## src/rtl/pc_gen_if.sv

```systemverilog
// Fetch-side bundle of the PC generator: fetch request handshake plus the
// redirect/trap/stall controls coming back from execute and the CSR unit.
interface pc_gen_if #(
  parameter int unsigned XLEN = 32
);
  logic            i_stall;
  logic            i_fetch_ready;
  logic            i_redirect_valid;
  logic [XLEN-1:0] i_redirect_pc;
  logic            i_trap_valid;
  logic [XLEN-1:0] i_trap_pc;
  logic            o_fetch_valid;
  logic [XLEN-1:0] o_pc;
  logic [XLEN-1:0] o_pc_plus;
  logic            o_misaligned;
  logic            o_pending;

  // PC generator side.
  modport master (
    input  i_stall, i_fetch_ready, i_redirect_valid, i_redirect_pc,
           i_trap_valid, i_trap_pc,
    output o_fetch_valid, o_pc, o_pc_plus, o_misaligned, o_pending
  );

  // Pipeline / instruction-memory side.
  modport slave (
    output i_stall, i_fetch_ready, i_redirect_valid, i_redirect_pc,
           i_trap_valid, i_trap_pc,
    input  o_fetch_valid, o_pc, o_pc_plus, o_misaligned, o_pending
  );
endinterface

```

## src/rtl/pc_gen.sv

```systemverilog
// Fetch program-counter generator. Holds the fetch PC, issues requests over a
// valid/ready handshake, and applies trap > stall > redirect > pending >
// sequential priority. A redirect arriving during a stall is parked in a
// one-entry buffer; a misaligned committed target freezes the PC in FAULT
// until a trap arrives.
module pc_gen #(
  parameter int unsigned     XLEN         = 32,
  parameter logic [XLEN-1:0] RESET_VECTOR = '0,
  parameter int unsigned     INC          = 4,
  parameter int unsigned     ALIGN_BITS   = 2
) (
  input  logic     i_clk,
  input  logic     i_rst,
  pc_gen_if.master bus
);

  // Low bits that must be zero in a legal target (empty mask when ALIGN_BITS=0).
  localparam logic [XLEN-1:0] ALIGN_MASK = XLEN'((64'd1 << ALIGN_BITS) - 64'd1);
  localparam logic [XLEN-1:0] INC_X      = XLEN'(INC);

  typedef enum logic [1:0] {
    BOOT  = 2'd0,
    RUN   = 2'd1,
    FAULT = 2'd2
  } state_t;

  state_t          state;
  logic [XLEN-1:0] pc;
  logic [XLEN-1:0] pend_pc;
  logic            pend_valid;
  logic            fetch_valid;
  logic            misaligned;

  logic            fire;
  logic [XLEN-1:0] trap_target;
  logic            commit;
  logic [XLEN-1:0] commit_target;
  logic            commit_bad;

  // Handshake completes only when the request is valid, accepted and not stalled.
  assign fire          = fetch_valid & bus.i_fetch_ready & ~bus.i_stall;
  // Trap vectors are silently aligned rather than faulting.
  assign trap_target   = bus.i_trap_pc & ~ALIGN_MASK;
  // Without a stall, a live redirect beats the buffered one.
  assign commit        = ~bus.i_stall & (bus.i_redirect_valid | pend_valid);
  assign commit_target = bus.i_redirect_valid ? bus.i_redirect_pc : pend_pc;
  assign commit_bad    = |(commit_target & ALIGN_MASK);

  // Single control FSM: PC register, pending buffer and registered status flags.
  // NOTE: every state register uses <= so all updates see pre-edge values;
  // blocking assignments here would create order-dependent simulation races.
  always_ff @(posedge i_clk or negedge i_rst) begin
    if (!i_rst) begin
      state       <= BOOT;
      pc          <= RESET_VECTOR;
      pend_pc     <= '0;
      pend_valid  <= 1'b0;
      fetch_valid <= 1'b0;
      misaligned  <= 1'b0;
    end else begin
      case (state)
        BOOT: begin
          if (bus.i_trap_valid) pc <= trap_target;
          state       <= RUN;
          fetch_valid <= 1'b1;
        end
        RUN: begin
          if (bus.i_trap_valid) begin
            pc         <= trap_target;
            pend_valid <= 1'b0;
          end else if (bus.i_stall) begin
            if (bus.i_redirect_valid) begin
              pend_valid <= 1'b1;
              pend_pc    <= bus.i_redirect_pc;
            end
          end else if (commit) begin
            pc         <= commit_target;
            pend_valid <= 1'b0;
            if (commit_bad) begin
              state       <= FAULT;
              fetch_valid <= 1'b0;
              misaligned  <= 1'b1;
            end
          end else if (fire) begin
            pc <= pc + INC_X;
          end
        end
        FAULT: begin
          if (bus.i_trap_valid) begin
            pc          <= trap_target;
            pend_valid  <= 1'b0;
            state       <= RUN;
            fetch_valid <= 1'b1;
            misaligned  <= 1'b0;
          end
        end
        default: begin
          state       <= BOOT;
          fetch_valid <= 1'b0;
          misaligned  <= 1'b0;
          pend_valid  <= 1'b0;
        end
      endcase
    end
  end

  assign bus.o_pc          = pc;
  assign bus.o_pc_plus     = pc + INC_X;
  assign bus.o_fetch_valid = fetch_valid;
  assign bus.o_misaligned  = misaligned;
  assign bus.o_pending     = pend_valid;

endmodule

```

## src/flat_wrapper.sv

```systemverilog
// flat-port wrapper written by rule: the top's interface ports become plain ports
module pc_gen_flat 
#(
  parameter int unsigned     XLEN         = 32,
  parameter logic [XLEN-1:0] RESET_VECTOR = '0,
  parameter int unsigned     INC          = 4,
  parameter int unsigned     ALIGN_BITS   = 2
)
  (i_clk, i_rst, bus_i_stall, bus_i_fetch_ready, bus_i_redirect_valid, bus_i_redirect_pc, bus_i_trap_valid, bus_i_trap_pc, bus_o_fetch_valid, bus_o_pc, bus_o_pc_plus, bus_o_misaligned, bus_o_pending);
  pc_gen_if #(.XLEN(XLEN)) bus_i ();
  input  logic i_clk;
  input  logic i_rst;
  input wire logic [$bits(bus_i.i_stall)-1:0] bus_i_stall;
  input wire logic [$bits(bus_i.i_fetch_ready)-1:0] bus_i_fetch_ready;
  input wire logic [$bits(bus_i.i_redirect_valid)-1:0] bus_i_redirect_valid;
  input wire logic [$bits(bus_i.i_redirect_pc)-1:0] bus_i_redirect_pc;
  input wire logic [$bits(bus_i.i_trap_valid)-1:0] bus_i_trap_valid;
  input wire logic [$bits(bus_i.i_trap_pc)-1:0] bus_i_trap_pc;
  output wire logic [$bits(bus_i.o_fetch_valid)-1:0] bus_o_fetch_valid;
  output wire logic [$bits(bus_i.o_pc)-1:0] bus_o_pc;
  output wire logic [$bits(bus_i.o_pc_plus)-1:0] bus_o_pc_plus;
  output wire logic [$bits(bus_i.o_misaligned)-1:0] bus_o_misaligned;
  output wire logic [$bits(bus_i.o_pending)-1:0] bus_o_pending;
  assign bus_i.i_stall = bus_i_stall;
  assign bus_i.i_fetch_ready = bus_i_fetch_ready;
  assign bus_i.i_redirect_valid = bus_i_redirect_valid;
  assign bus_i.i_redirect_pc = bus_i_redirect_pc;
  assign bus_i.i_trap_valid = bus_i_trap_valid;
  assign bus_i.i_trap_pc = bus_i_trap_pc;
  assign bus_o_fetch_valid = bus_i.o_fetch_valid;
  assign bus_o_pc = bus_i.o_pc;
  assign bus_o_pc_plus = bus_i.o_pc_plus;
  assign bus_o_misaligned = bus_i.o_misaligned;
  assign bus_o_pending = bus_i.o_pending;
  pc_gen #(.XLEN(XLEN), .RESET_VECTOR(RESET_VECTOR), .INC(INC), .ALIGN_BITS(ALIGN_BITS)) u_core (.i_clk(i_clk), .i_rst(i_rst), .bus(bus_i));
endmodule
```

## config.mk

```make
export PLATFORM = sky130hd
export DESIGN_NAME = pc_gen_flat
export DESIGN_NICKNAME = d
export VERILOG_FILES = /design/src/rtl/pc_gen_if.sv /design/src/rtl/pc_gen.sv /design/src/flat_wrapper.sv
export SDC_FILE = /design/constraint.sdc
export NUM_CORES = 1
export LEC_CHECK = 0
export ABC_AREA = 1
export BUFFER_PORTS_ARGS = -buffer_cell sky130_fd_sc_hd__buf_2
export CORE_MARGIN = 5
export CORE_UTILIZATION = 54
export CTS_BUF_LIST = sky130_fd_sc_hd__clkbuf_4
export DETAILED_ROUTE_END_ITERATION = 8
export GPL_TIMING_DRIVEN = 0
export PLACE_DENSITY = 0.83
export SLEW_MARGIN = 10
export SYNTH_ARGS = -nofsm -noshare
export SYNTH_HDL_FRONTEND = slang
export SYNTH_SLANG_ARGS = --single-unit
```

## constraint.sdc

```tcl
create_clock -name i_clk -period 1.6 [get_ports i_clk]
set_input_delay 0.32 -clock i_clk [delete_from_list [all_inputs] [get_ports i_clk]]
set_output_delay 0.32 -clock i_clk [all_outputs]
set_load 0.05 [all_outputs]
```

# After elaboration in Yosys (flattened, before gate mapping)
# Index checks and enable logic that the tools add are counted.
dict set report totals {
  ff_bits 69
  inputBits 70
  wordCells 65
}
dict set report op_classes {
  add_sub_neg 1
  eq_ne 12
  n_mux 30
  n_bitwise 7
  n_reduce_logical 9
}
# cell n
set ops {}
lappend ops {{$mux W32} 6}
lappend ops {{$pmux W32 S2} 1}
lappend ops {{$add A32 B3 Y32 const B} 1}
lappend ops {{$mux W1} 14}
lappend ops {{$mux W2} 5}
lappend ops {{$pmux W1 S3} 3}
lappend ops {{$reduce_and A4 Y1} 2}
lappend ops {{$ne A2 B1 Y1 const B} 3}
lappend ops {{$ne A2 B2 Y1 const B} 3}
lappend ops {{$pmux W2 S3} 1}
lappend ops {{$reduce_and A6 Y1} 1}
lappend ops {{$reduce_and A5 Y1} 1}
lappend ops {{$ne A4 B2 Y1 const B} 1}
lappend ops {{$ne A4 B3 Y1 const B} 1}
lappend ops {{$ne A4 B4 Y1 const B} 1}
lappend ops {{$reduce_or A2 Y1} 2}
lappend ops {{$and A1 B1 Y1} 3}
lappend ops {{$ne A3 B3 Y1 const B} 1}
lappend ops {{$not A1 Y1} 3}
lappend ops {{$reduce_and A3 Y1} 1}
lappend ops {{$eq A2 B1 Y1 const B} 1}
lappend ops {{$eq A2 B2 Y1 const B} 1}
lappend ops {{$logic_not A2 Y1} 1}
lappend ops {{$reduce_bool A2 Y1} 1}
lappend ops {{$or A1 B1 Y1} 1}

# Depth between registers and ports, before layout
dict set report logic_depth {
  ltp_word 7
  ltp_mapped 10
  mapped_depth_nobuf 10
}

# Least setup slack after synthesis
# No wires, ideal clock.
dict set report synth_path {
  path_type {reg2reg}
  from {register u_core.pc[2], in the netlist u_core.bus.o_pc[2]}
  to {register u_core.pc[7], in the netlist u_core.bus.o_pc[7]}
  setup_time_ns 0.078
  arrival_time_ns 2.601
  t_required_ns 1.522
  path_slack_ns -1.079
  stages_incl_launch_ff 7
  path_cell_list {dfrtp_1 -> inv_1 -> nor2_1 -> nand2_1 -> xnor2_1 -> o21ai_0 -> a21oi_1}
}
dict set report synth_via {
  elab_chain_cells 6
}
# item line
set synth_lines {}
lappend synth_lines {{from (decl)} pc_gen.sv:28} ;# logic [XLEN-1:0] pc;
lappend synth_lines {{from (signal assigned)} pc_gen.sv:63} ;# if (bus.i_trap_valid) pc <= trap_target;
lappend synth_lines {{from (signal assigned)} pc_gen.sv:69} ;# pc <= trap_target;
lappend synth_lines {{from (signal assigned)} pc_gen.sv:77} ;# pc <= commit_target;
lappend synth_lines {{$add A32 B3 Y32} --}
lappend synth_lines {{named net bus_o_pc_plus[7]} flat_wrapper.sv:21} ;# output wire logic [$bits(bus_i.o_pc_plus)-1:0] bus_o_pc_plus;
lappend synth_lines {{$mux W32} pc_gen.sv:84} ;# end else if (fire) begin
lappend synth_lines {{$mux W32} pc_gen.sv:76} ;# end else if (commit) begin
lappend synth_lines {{$mux W32} pc_gen.sv:71} ;# end else if (bus.i_stall) begin
lappend synth_lines {{$mux W32} pc_gen.sv:68} ;# if (bus.i_trap_valid) begin
lappend synth_lines {{$pmux W32 S2} pc_gen.sv:61} ;# case (state)
# The timed path passes the listed nets, and every way through them passes these cells. The select of a mux whose other input is x is not followed.
# A chain may end at the register's enable or synchronous reset.

# Final worst setup path
dict set report layout_path {
  from {register u_core.pc[6], in the netlist u_core.bus.o_pc[6]}
  to {output port bus_o_pc_plus[29]}
}
dict set report layout_via {
  elab_chain_cells 1
}
# item line
set layout_lines {}
lappend layout_lines {{$add A32 B3 Y32} pc_gen.sv:108} ;# assign bus.o_pc_plus = pc + INC_X;
lappend layout_lines {{to (decl)} flat_wrapper.sv:21}
# No other way between the ends.

==> run_results.csv <==
group,metric,value,unit
status,status,"finished with violations",
status,violations,"negative setup slack",
clocking,cts.sinks,69,
layout,drive_gt1_share,47.1,%
global_route,grt_pass1_wl,27900,µm
floorplan,initial_core_util,55.6,%
synthesis,synth_cell_type_count,30,
global_route,antenna_found_initial,0,
clocking,cts_tree,"done",
global_route,track_usage,34.3,%
timing,worst_pin_slew,0.455,ns
setup_path,crit_path_end_kind,"output pin",
clocking,numCtsBuffers,9,
timing,holdWs,0.134,ns
global_route,grt_remaining_overflow,0,
setup_path,critPathMaxFanout,4,
floorplan,die_width,102,µm
detailed_routing,firstDrtPassIters,9,
placement,placed_area,0.00580,mm²
synthesis,syn_area,0.00457,mm²
synthesis,yosysWarnings,0,
timing,drv_slew,0,
detailed_routing,routedWlPerCell,21.9,µm
synthesis,synthMuxAreaShare,0.219,%
run,max_cap_viol_count,0,
synthesis,ys.flop_type,"dfrtp_1",
layout,instances_no_fill,1027,
setup_path,critPathArrivalTime,2.10,ns
synthesis,async_reset_ff_share,100,%
timing,rsz0062_at_grt,"true",
synthesis,ys_seq_area_share,37.8,%
worst_hold_path,hold_class,"in -> reg",
detailed_routing,vias_per_cell,6.30,
power,p_sw_share,56.5,%
synthesis,synth_enable_flop_cells,0,
setup_path,critPathRequiredTime,1.28,ns
floorplan,io_pins,137,
synthesis,synth_seq_cells,69,
timing,fmaxAchievable,0.413,GHz
placement,globalplace.congestion,0.910,
setup_path,r2r_cells,11,
clocking,clockBufferDepth,2,
synthesis,synth_nets,775,
synthesis,yosys.area_share.adder,0.274,%
timing,tns,-21.75,ns
power,p_leak,3.47,nW
timing,finalCritPeriodShare,151,%
synthesis,syn_avg_cell_area,6.49,µm²
synthesis,synth_xor_area_share,0.958,%
detailed_routing,drt-initial-drc-count,725,
layout,layout.nets,987,
clocking,ctsRootBufferMaster,"clkbuf_4",
clocking,clkTransAtPathRegs,0.15,ns
power,p_seq_share,19.9,%
layout,area_growth,63.0,%
setup_path,ff2ff_setup_slack,-0.34,ns
detailed_routing,drc,0,
synthesis,synth-compound-area-share,18.6,%
power,p_per_area,2420,mW/mm²
global_route,grt_max_degree,58,
worst_hold_path,min_to,"u_core.bus.o_pc[25]",
synthesis,synth_top_family_by_area,"simple AND/OR/NAND/NOR gates",
detailed_routing,via_count,6474,
timing,slew_headroom,69.7,%
floorplan,die_area,0.0104,mm²
synthesis,syn_inst,704,
synthesis,synth-simple-area-share,32.3,%
placement,port_buffers,133,
setup_path,critPathLaunchType,"register",
timing,hold_viol,0,
global_route,grt_pass1_vias,5689,
clocking,h-tree-depth,3,
clocking,clk_latency,0.47,ns
floorplan,num_rows,33,
power,pwr-share-comb,73.0,%
worst_hold_path,min_from,"bus_i_trap_pc[25]",
power,p_clk_share,7.1,%
timing,min_period,2.42,ns
setup_path,crit_type,"reg -> out",
floorplan,die_y,102,µm
power,p_int,7.84,mW
placement,pre_cts_ws,-0.602,ns
timing,setup_viol,61,
setup_path,reg2reg_from,"u_core.bus.o_pc[18]",
worst_hold_path,hold_depth,3,
power,ir_drop,1.44,mV
timing,fin_ws,-0.823,ns
placement,hpwl,12400,µm
floorplan,core-area,0.00822,mm²
placement,place_inst,943,
layout,final_cell_area,0.00745,mm²
detailed_routing,ant_nets,0,
timing,clock_skew,0.0233,ns
detailed_routing,routed_wl,22500,µm
setup_path,r2r-end,"u_core.bus.o_pc[27]",
power,switchingPower,10.2,mW
==> cells by family (layout without fill, tap and decap cells) <==
group	Yosys count	after routing
adders and majority gates	1	1
other	0	1
xor gates and xnor gates	5	5
DFF	69	69
AOI/OAI and AO/OA	163	163
buffers and inverters	105	322
and+or+nand+nor	360	360
muxes	1	1
==> worst max-delay path, cell delays in order, from the launching register on <==
cell	delay, ns
dfrtp_2	0.46
nand2_2	0.13
nor2_1	0.22
nand2_1	0.16
nor2_4	0.16
nand2_1	0.10
nand2_1	0.15
nand2_4	0.06
buf_4	0.18
==> power by group through the flow <==
stage / Sequential, mW / Clock [mW] / Combinational (mW)
after floorplan: 4.86 / 0 / 5.31
after global placement: 3.53 / 0 / 8.60
after detailed placement: 3.56 / 0 / 8.79
after CTS: 3.39 / 1.25 / 10.9
after global routing: 3.63 / 1.34 / 13.6
final: 3.58 / 1.28 / 13.2
==> how the worst max path moves through the flow <==
| stage | startpoint | slack [ns] | cells past startpoint | endpoint |
|---|---|---|---|---|
| 2_1_floorplan | u_core.bus.o_pc[2] | -0.42 | 6 | bus_o_pc_plus[27] |
| 4_1_cts | u_core.bus.o_pc[2] | -0.66 | 8 | bus_o_pc_plus[19] |
| 5_1_grt | u_core.bus.o_pc[18] | -0.94 | 8 | bus_o_pc_plus[27] |
| 6_report | u_core.bus.o_pc[6] | -0.82 | 8 | bus_o_pc_plus[29] |
| 3_5_place_dp | u_core.bus.o_pc[2] | -0.60 | 8 | bus_o_pc_plus[26] |
| 3_3_place_gp | u_core.bus.o_pc[2] | -0.61 | 8 | bus_o_pc_plus[26] |
==> synth_stat cells (3+ instances only) <==
| library cell | n | area share, % |
|---|---|---|
| nand2_2 | 3 | 0.41 |
| buf_2 | 11 | 1.2 |
| clkbuf_1 | 10 | 0.82 |
| a21oi_1 | 61 | 6.7 |
| a22oi_1 | 3 | 0.49 |
| nand4_1 | 3 | 0.41 |
| o21ai_1 | 6 | 0.66 |
| inv_1 | 69 | 5.7 |
| o21ai_0 | 86 | 9.4 |
| nand2_1 | 189 | 16 |
| nor2_1 | 122 | 10 |
| o211ai_1 | 4 | 0.66 |
| inv_2 | 3 | 0.25 |
| xnor2_1 | 3 | 0.57 |
| nand3_1 | 30 | 3.3 |
| dfrtp_1 | 69 | 38 |
| buf_4 | 12 | 2.0 |
| nor2_4 | 6 | 1.5 |
==> timing repair <==
item,CTS,global route
setup buffers,39,29
hold buffers,1,0
pin swaps,42,46
gates cloned,0,2
hold endpoints to repair,12,0
setup endpoints to repair,60,107
resized for setup,152,153
==> stage by stage <==
| stage | utilization (%) | power [mW] |
|---|---|---|
| after floorplan | - | 10.2 |
| after global placement | 70.2 | 12.1 |
| after detailed placement | 70.5 | 12.3 |
| after CTS | 82.3 | 15.6 |
| after global routing | 90.7 | 18.6 |
| final | 90.7 | 18.0 |
==> layout make-up <==
class,instances,area (µm²)
repair buffers,201,1660
inverters,72,285
multi-input cells,530,3210
plain buffers,33,246
fillers,365,764
flip-flops and latches,69,1770
diodes,1,2.50
well taps,105,131
clock buffers,10,75.1
clock inverters,6,71.3
==> cells in the final DEF, fill, tap and decap left out, types with 4 or more instances in the layout <==
master / synthesis / final
nand2_1: 189 / 127
buf_2: 11 / 97
nor2_1: 122 / 91
o21ai_0: 86 / 68
inv_1: 69 / 64
a21oi_1: 61 / 55
buf_4: 12 / 50
buf_6: 0 / 45
dfrtp_1: 69 / 41
nand2_2: 3 / 33
nand2_4: 0 / 32
buf_8: 0 / 25
dfrtp_2: 0 / 24
nor2_4: 6 / 22
nand3_2: 0 / 18
nor2_2: 2 / 17
o21ai_1: 6 / 13
clkbuf_4: 0 / 13
nand3_1: 30 / 9
o21ai_4: 1 / 6
o21ai_2: 0 / 6
a21oi_2: 0 / 6
clkbuf_2: 0 / 6
clkinvlp_4: 0 / 4
o211ai_1: 4 / 4
dfrtp_4: 0 / 4
==> layer usage <==
metal | vias up | track usage, % | share of wire, %
li1 | 2676 | - | -
met1 | 2918 | 42.8 | 33
met2 | 648 | 58.5 | 46
met3 | 232 | 6.96 | 12
met4 | 0 | 13.3 | 8.2
met5 | - | 0 | 0
==> state kept, by name, summed over array words and instances, names as in the netlist <==
name / count
u_core.state: 2
u_core.bus.o_misaligned: 1
u_core.pend_pc: 32
u_core.bus.o_pending: 1
u_core.bus.o_pc: 32
u_core.bus.o_fetch_valid: 1
Power figures use the tool's default switching activity.
